[config.mk]
export PLATFORM = sky130hd
export DESIGN_NAME = ntt_bitrev_reorder_buf
export DESIGN_NICKNAME = d
export VERILOG_FILES = /design/src/rtl/ntt_bitrev_reorder_buf.sv
export SDC_FILE = /design/constraint.sdc
export NUM_CORES = 1
export LEC_CHECK = 0
export CAP_MARGIN = 10
export CORE_ASPECT_RATIO = 0.5
export CORE_MARGIN = 2
export CORE_UTILIZATION = 60
export CTS_CLUSTER_DIAMETER = 30
export DETAILED_ROUTE_END_ITERATION = 10
export PLACE_DENSITY = 0.79
export SETUP_SLACK_MARGIN = 0.3
export SLEW_MARGIN = 20
export SYNTH_ARGS = -nofsm -noshare
export SYNTH_HDL_FRONTEND = slang
export SYNTH_SLANG_ARGS = --single-unit
[constraint.sdc]
create_clock -name clk -period 2.4 [get_ports clk]
set_clock_uncertainty 0.15 [all_clocks]
set_input_delay 0.48 -clock clk [delete_from_list [all_inputs] [get_ports clk]]
set_output_delay 0.48 -clock clk [all_outputs]
set_load 0.02 [all_outputs]
[src/rtl/ntt_bitrev_reorder_buf.sv]
// Ping-pong streaming reorder buffer: frames written in natural order, read in LOG_N-bit bit-reversed order.
// Optional REORDER_FRAME_CNT_EN adds a 16-bit frames_done counter of completed output frames.
module ntt_bitrev_reorder_buf #(
  parameter int DATA_W = 8,
  parameter int LOG_N  = 3
) (
  input  logic              clk,
  input  logic              rst,
  input  logic              in_valid,
  output logic              in_ready,
  input  logic [DATA_W-1:0] in_data,
  output logic              out_valid,
  input  logic              out_ready,
  output logic [DATA_W-1:0] out_data,
  output logic [LOG_N-1:0]  out_idx,
  output logic              out_last
`ifdef REORDER_FRAME_CNT_EN
  ,
  output logic [15:0]       frames_done
`endif
);

  localparam int N = 2 ** LOG_N;
  localparam logic [LOG_N-1:0] CNT_LAST = '1;

  // Bank b occupies mem_reg[b*N +: N]; the address is simply {bank, index}.
  logic [DATA_W-1:0] mem_reg [0:2*N-1];

  logic [1:0]       full_reg, full_next;
  logic             wr_bank_reg, wr_bank_next;
  logic             rd_bank_reg, rd_bank_next;
  logic [LOG_N-1:0] wr_cnt_reg, wr_cnt_next;
  logic [LOG_N-1:0] rd_cnt_reg, rd_cnt_next;
  logic [LOG_N-1:0] rd_idx;

  logic wr_fire, rd_fire, wr_done, rd_done;

  for (genvar gi = 0; gi < LOG_N; gi++) begin : g_bitrev
    assign rd_idx[gi] = rd_cnt_reg[LOG_N-1-gi];
  end

  assign in_ready  = ~full_reg[wr_bank_reg];
  assign out_valid = full_reg[rd_bank_reg];
  assign out_last  = out_valid && (rd_cnt_reg == CNT_LAST);
  assign out_idx   = out_valid ? rd_idx : '0;
  assign out_data  = out_valid ? mem_reg[{rd_bank_reg, rd_idx}] : '0;

  assign wr_fire = in_valid && in_ready;
  assign rd_fire = out_valid && out_ready;
  assign wr_done = wr_fire && (wr_cnt_reg == CNT_LAST);
  assign rd_done = rd_fire && (rd_cnt_reg == CNT_LAST);

  always_comb begin
    full_next    = full_reg;
    wr_bank_next = wr_bank_reg;
    rd_bank_next = rd_bank_reg;
    wr_cnt_next  = wr_cnt_reg;
    rd_cnt_next  = rd_cnt_reg;
    if (wr_fire) begin
      wr_cnt_next = wr_cnt_reg + 1'b1;
    end
    if (rd_fire) begin
      rd_cnt_next = rd_cnt_reg + 1'b1;
    end
    // Writes target only empty banks and reads only full ones, so these never collide.
    if (wr_done) begin
      full_next[wr_bank_reg] = 1'b1;
      wr_bank_next           = ~wr_bank_reg;
    end
    if (rd_done) begin
      full_next[rd_bank_reg] = 1'b0;
      rd_bank_next           = ~rd_bank_reg;
    end
  end

  always_ff @(posedge clk) begin
    if (rst) begin
      full_reg    <= '0;
      wr_bank_reg <= 1'b0;
      rd_bank_reg <= 1'b0;
      wr_cnt_reg  <= '0;
      rd_cnt_reg  <= '0;
    end else begin
      full_reg    <= full_next;
      wr_bank_reg <= wr_bank_next;
      rd_bank_reg <= rd_bank_next;
      wr_cnt_reg  <= wr_cnt_next;
      rd_cnt_reg  <= rd_cnt_next;
    end
  end

  // Coefficient storage is deliberately left out of reset.
  always_ff @(posedge clk) begin
    if (wr_fire) begin
      mem_reg[{wr_bank_reg, wr_cnt_reg}] <= in_data;
    end
  end

`ifdef REORDER_FRAME_CNT_EN
  logic [15:0] frames_done_reg;

  always_ff @(posedge clk) begin
    if (rst) begin
      frames_done_reg <= '0;
    end else if (rd_fire && out_last) begin
      frames_done_reg <= frames_done_reg + 16'd1;
    end
  end

  assign frames_done = frames_done_reg;
`endif

endmodule

==> run summary, run 1 <==
Hold Vio Cnt, Final: 0
XOR/XNOR Fraction of Synth Area: 0.624%
CP max stage delay: 560 ps
Largest register FFs: 128
Detailed Place HPWL: 8060 um
Worst Path Arrival: 2160 ps
Leading cell type in the layout, fill and taps excluded: edfxtp_1
Largest net degree at the start of global routing: 19
Setup violators final: 8
Multiplexer share of the synthesized area: 14.2%
Critical Setup Path Class: reg -> out
CP top delay family: multiplexers
Run status: finished, violations left
Syn Area/Cell: 18.3 um2
WP data required: 1770 ps
Top_reg_cell synth: edfxtp_1
Comb pwr share: 2.5%
Pre-Repair DR Iteration Count: 6
Worst min path class: reg -> reg
Post-synthesis compound-gate area fraction: 3.10%
GRT Max-Usage Layer: met2
DR vias: 3437
Total Routing Usage GR: 30.2%
Max Cap Viol: 0
Clock Path Buffers: 2
CP Capture Point: out_data[6]
RSZ-0062 raised after global routing: yes
Port bufs: 25
CP startpoint: rd_cnt_reg[2]$_SDFFE_PP0P_
Die H: 72.4 um
Final net count: 409
Slowest cell on crit path: mux4_2
Routed wire per std cell: 28.3 um
Critical Path Stages: 4
Die area: 10200 um2
Fmax achieved: 0.358 GHz
CTS tree: done
Routability congestion estimate: 0.856
FF+latch count, synth: 138
Initial core utilization: 63.1%
Core area: 8890 um2
Grt ovf: 0
Io pins: 26
First-pass GRT wire length: 20800 um
H-tree levels: 4
Drc violations: 0
Final min period: 2790 ps
Initial antenna violation count: 0
Vias in the first global route: 3324
Share of layout cells above drive strength 1: 39.2%
VDD IR-drop max: 0.000681 V
Met1 Use GR: 40.3%
Synth warn: 0
Worst r2r path cells: 5
Clk sinks: 138
Power Total: 5.32 mW
Distinct cells, synth: 31
Seq pwr share: 50.1%
FF-to-FF Start: wr_bank_reg$_SDFFE_PP0N_
CP Cell Sequence: mux4_2 -> mux2_4 -> a22o_4 -> buf_6
CTS clk-pin slew, worst paths: 60 ps
Hold_ws: 352 ps
Routed WL: 14700 um
Number of flops mapped to enable cells by yosys: 128
Syn_nets: 326
P_int: 4.23 mW
GRT met3 Usage: 7.66%
Simple-gate share of the synthesized area: 6.31%
Met2 track demand over resource: 49.6%
Cells after synthesis: 307
Sw frac: 20.5%
Final Cycle Share: 116%
Commonest cells after routing, fill and taps aside: 128 x edfxtp_1, 31 x buf_4, 25 x mux4_2, 20 x buf_12, 19 x nand2_1
Net load switching power: 1.09 mW
Worst reg2reg endpoint: mem_reg[0][0]$_DFFE_PP_
Worst Tran Pin Value: 645 ps
Root buf cell: clkbuf_16
Clock buffer count from CTS: 17
CP Launch Type: flip-flop
R2R Setup Slk: 270 ps
Ys async rst share: 0%
Pwr Density: 727 nW/um2
Max-slew violations: 0
Final setup margin: -390 ps
Synth Cell Area: 5610 um2
Die Span X: 141 um
Normalized max-slew margin: 56.8%
Clock power share: 47.4%
Area Overhead vs Synth: 30.4%
Failing checks: setup timing
Largest family of logic cells by synthesized area: multiplexers
Post-synthesis sequential area ratio: 72.0%
Vias/cell: 6.61
Post-Synth Adder-Cell Area: 1.56%
Clock Latency Late Sink: 420 ps
First DRT Iteration DRCs: 484
Hold path depth: 2
CP Buf/Inv Count: 1
Core Rows: 24
Post-route ant nets: 0
Ant. Diodes: 0
Crit Path Max Fanout: 7
Crit. End Element: primary output
Pleak: 2.46 nW
-- worst reg2reg max path, delay by kind of cell (launching register included) --
| family | cells | cell delay, ps |
|---|---|---|
| and+or+nand+nor | 3 | 740 |
| buffers and inverters | 1 | 210 |
| muxes | 1 | 310 |
| DFF | 1 | 420 |
-- logic make-up (layout without fill, tap and decap cells) --
family          Yosys count  after routing
compound gates           23             23
xor+xnor                  4              4
fa+ha+maj                 7              7
buf+inv                  20            116
flops                   138            138
mux                      44             44
simple gates             71             71
-- per-layer routing --
| metal | part of all wire, % | vias up |
|---|---|---|
| met3 | 12 | 38 |
| met2 | 49 | 261 |
| met1 | 37 | 1736 |
| li1 | - | 1402 |
| met4 | 2.8 | 0 |
| met5 | 0 | - |
-- Yosys cell counts (4+ instances only) --
master	number	share of area (%)
edfxtp_1	128	68
nand2_1	21	1.4
and2_1	18	2.0
mux2i_1	17	3.0
mux4_2	14	5.6
mux4_1	11	5.1
dfxtp_1	10	3.6
nor2_1	10	0.67
o211ai_1	8	1.1
clkbuf_1	7	0.47
ha_1	7	1.6
a32oi_1	6	0.94
nand4_1	6	0.67
nor2b_1	6	0.67
inv_1	5	0.33
nand3_1	5	0.45
nor3_1	5	0.45
buf_6	4	0.80
-- layout make-up --
class | count | area (um2)
fillers | 388 | 1570
repair buffers | 79 | 937
flip-flops and latches | 138 | 4060
clock buffers | 21 | 440
multi-input cells | 149 | 1600
well taps | 117 | 146
inverters | 5 | 18.8
clock inverters | 11 | 124
-- timing repair --
action,in CTS,in global routing
setup buffers,3,6
setup endpoints to repair,76,83
hold buffers,0,0
gates cloned,1,1
pin swaps,10,9
resized for setup,88,38
-- how the worst min path moves through the flow --
| stage | from | end | slack, ps |
|---|---|---|---|
| CTS | wr_cnt_reg[1]$_SDFFE_PP0P_ | wr_cnt_reg[1]$_SDFFE_PP0P_ | 350 |
| global placement | wr_cnt_reg[1]$_SDFFE_PP0P_ | wr_cnt_reg[1]$_SDFFE_PP0P_ | 340 |
| global route | wr_cnt_reg[1]$_SDFFE_PP0P_ | wr_cnt_reg[1]$_SDFFE_PP0P_ | 370 |
| finish | wr_cnt_reg[1]$_SDFFE_PP0P_ | wr_cnt_reg[1]$_SDFFE_PP0P_ | 350 |
| detailed placement | wr_cnt_reg[1]$_SDFFE_PP0P_ | wr_cnt_reg[1]$_SDFFE_PP0P_ | 340 |
| floorplan | wr_cnt_reg[1]$_SDFFE_PP0P_ | wr_cnt_reg[1]$_SDFFE_PP0P_ | 320 |
-- power groups by stage --
stage / combinational [mW] / sequential, mW / clock [mW]
2_1_floorplan: 0.0455 / 2.71 / 0
3_3_place_gp: 0.111 / 2.71 / 0
3_5_place_dp: 0.118 / 2.72 / 0
4_1_cts: 0.125 / 2.67 / 2.50
5_1_grt: 0.141 / 2.67 / 2.64
6_report: 0.133 / 2.67 / 2.52
-- through the flow --
| stage | setup TNS, ps | utilization, % | setup WS [ps] | std cells | instance area [um2] |
|---|---|---|---|---|---|
| after global placement | -1860 | 72.8 | -256 | 477 | 6470 |
| final | -2770 | 82.4 | -390 | 520 | 7320 |
| after global routing | -3250 | 82.4 | -445 | 520 | 7320 |
| after detailed placement | -2130 | 72.8 | -297 | 477 | 6470 |
| after CTS | -2510 | 79.8 | -358 | 513 | 7100 |
| after floorplan | 0 | - | 252 | 307 | 5640 |
Power figures use the tool's default switching activity.
==> run 2, diff against run 1 <==
--- a/config.mk
+++ b/config.mk
@@ -5,12 +5,14 @@
 export SDC_FILE = /design/constraint.sdc
 export NUM_CORES = 1
 export LEC_CHECK = 0
+export ABC_CLOCK_PERIOD_IN_PS = 2400
 export CAP_MARGIN = 10
 export CORE_ASPECT_RATIO = 0.5
 export CORE_MARGIN = 2
 export CORE_UTILIZATION = 60
 export CTS_CLUSTER_DIAMETER = 30
 export DETAILED_ROUTE_END_ITERATION = 10
+export GPL_ROUTABILITY_DRIVEN = 1
 export PLACE_DENSITY = 0.79
 export SETUP_SLACK_MARGIN = 0.3
 export SLEW_MARGIN = 20
==> results of run 2 <==
Final layout, timing and power as in run 1 (identical DEF).
==> run 3, diff against run 2 <==
--- a/config.mk
+++ b/config.mk
@@ -7,7 +7,6 @@
 export LEC_CHECK = 0
 export ABC_CLOCK_PERIOD_IN_PS = 2400
 export CAP_MARGIN = 10
-export CORE_ASPECT_RATIO = 0.5
 export CORE_MARGIN = 2
 export CORE_UTILIZATION = 60
 export CTS_CLUSTER_DIAMETER = 30
==> run 3 against run 2 <==
  * Sequential share of layout area shrank 0.54 points
  * The flow still finishes with violations (setup timing)
  * Routed wire length grew 1.7%
  * Critical path depth increased by 1
  * Largest cell class unchanged
  * Worst setup slack lost 210 ps
==> run summary, run 3 (synthesis results as in run 1) <==
Detailed Place HPWL: 7470 um
Final net count: 417
Slowest cell on crit path: mux4_1
Routability congestion estimate: 0.798
Wl on met1: 5820 um
FF-to-FF Start: full_reg[0]$_SDFF_PP0_
RSZ-0062 raised after global routing: yes
Clk sinks: 138
Io pins: 26
Worst Path Arrival: 2370 ps
Die Span X: 101 um
Hold path depth: 2
CTS tree: done
Worst Tran Pin Value: 655 ps
Initial core utilization: 61.3%
Start point of the worst hold path: wr_cnt_reg[1]$_SDFFE_PP0P_
Fmax achieved: 0.334 GHz
Clock buffer count from CTS: 17
Failing checks: setup timing
Initial antenna violation count: 0
DR vias: 3434
Ant. Diodes: 0
First-pass GRT wire length: 20300 um
Setup violators final: 8
First DRT Iteration DRCs: 336
Non-filler instance count after layout: 521
H-tree levels: 4
Drc violations: 0
Routed wire per std cell: 28.8 um
Layout Utilization: 80.7%
Core Rows: 35
Port bufs: 25
Storage cell area: 4060 um2
Routed WL: 15000 um
Die H: 101 um
Hold_ws: 363 ps
Die area: 10100 um2
Post-CTS Hold Buffers: 0
Final Cycle Share: 125%
Clock Path Buffers: 2
Placed insts: 466
Wire length on met2: 7540 um
CP Launch Type: flip-flop
Worst reg2reg endpoint: mem_reg[14][5]$_DFFE_PP_
Share of layout cells above drive strength 1: 39.5%
Largest net degree at the start of global routing: 19
Clock Latency Late Sink: 530 ps
Crit. End Element: primary output
Pre-Repair DR Iteration Count: 5
Multi-input gate area: 1600 um2
Pwr Density: 740 nW/um2
Vias/cell: 6.59
R2R Setup Slk: 260 ps
Post-route ant nets: 0
Hold Vio Cnt, Final: 0
Worst min path class: reg -> reg
Power Total: 5.46 mW
Critical Setup Path Class: reg -> out
CP max stage delay: 600 ps
Final min period: 3000 ps
WP data required: 1770 ps
Hold Crit Endpoint: wr_cnt_reg[1]$_SDFFE_PP0P_
CP Cell Sequence: buf_4 -> mux4_1 -> mux2_2 -> a22o_4 -> buf_2
Max Cap Viol: 0
Metal3 WL: 1210 um
Vias in the first global route: 3367
Final setup margin: -597 ps
Run status: finished, violations left
Grt ovf: 0
Pleak: 2.51 nW
Core area: 9150 um2
Filler cell count: 401
Crit Path Max Fanout: 6
Normalized max-slew margin: 56.2%
Root buf cell: clkbuf_8
Largest register FFs: 128
Max-slew violations: 0
Area Overhead vs Synth: 31.6%
Total Routing Usage GR: 29.0%
Leading cell type in the layout, fill and taps excluded: edfxtp_1
Worst r2r path cells: 9
CTS clk-pin slew, worst paths: 60 ps
Top Layer Used: met4
Commonest cells after routing, fill and taps aside: 128 x edfxtp_1, 35 x buf_4, 21 x mux4_2, 19 x nand2_1
VDD IR-drop max: 0.000620 V
-- run 3: cell types whose count changed in the layout (fill, tap and decap cells not counted), sizes merged --
cell / change
clkinv: -2
clkbuf: -5
buf: +9
clkinvlp: +1
bufinv: +1
inv: +3
-- run 3: repair_timing --
item                       4_1_cts  5_1_grt
gates cloned                     2        0
pin swaps                        6       10
buffers inserted                13        9
hold endpoints to repair         0        0
setup endpoints to repair       78       67
resized for setup               99       37
-- run 3: power breakdown --
group | switching, mW | internal [mW] | total, mW
clock network | 1.05 | 1.58 | 2.64
logic | 0.0940 | 0.0622 | 0.156
registers | 0.0139 | 2.66 | 2.67
total | 1.16 | 4.30 | 5.46
-- run 3: metrics by stage --
step,setup WS (ps),TNS (ps),instance area [um2]
global route,-628,-4190,7390
finish,-597,-3720,7390
floorplan,252,0,5640
CTS,-474,-3450,7160
detailed placement,-347,-2290,6320
global placement,-270,-1980,6320
-- run 3: layer usage --
| metal | vias up | global-route usage, % |
|---|---|---|
| met2 | 204 | 46.9 |
| met5 | - | 0 |
| met1 | 1769 | 36.9 |
| met3 | 46 | 7.77 |
| met4 | 0 | 13.4 |
| li1 | 1415 | - |
-- run 3: final cells by class --
class                      count  area share (%)
sequential                   138            54.9
clock inverter                14            2.34
inverter                       5           0.254
timing repair buffer          87            13.4
tap                          111            1.88
clock buffer                  17            5.61
multi-input combinational    149            21.7
-- run 3: how the worst max path moves through the flow --
stage,start,endpoint,slack [ps],cells past startpoint
6_report,rd_cnt_reg[2]$_SDFFE_PP0P_,out_data[6],-600,5
2_1_floorplan,rd_cnt_reg[2]$_SDFFE_PP0P_,out_data[4],250,7
5_1_grt,rd_cnt_reg[2]$_SDFFE_PP0P_,out_data[6],-630,5
4_1_cts,rd_cnt_reg[2]$_SDFFE_PP0P_,out_data[3],-470,8
3_3_place_gp,rd_cnt_reg[2]$_SDFFE_PP0P_,out_data[3],-270,5
3_5_place_dp,rd_cnt_reg[2]$_SDFFE_PP0P_,out_data[3],-350,7
-- run 3: worst max-delay path, delay by kind of cell (launching register included) --
family / cells / cell delay [ps]
muxes: 2 / 900
DFF: 1 / 400
buffers and inverters: 2 / 300
AOI/OAI and AO/OA: 1 / 240
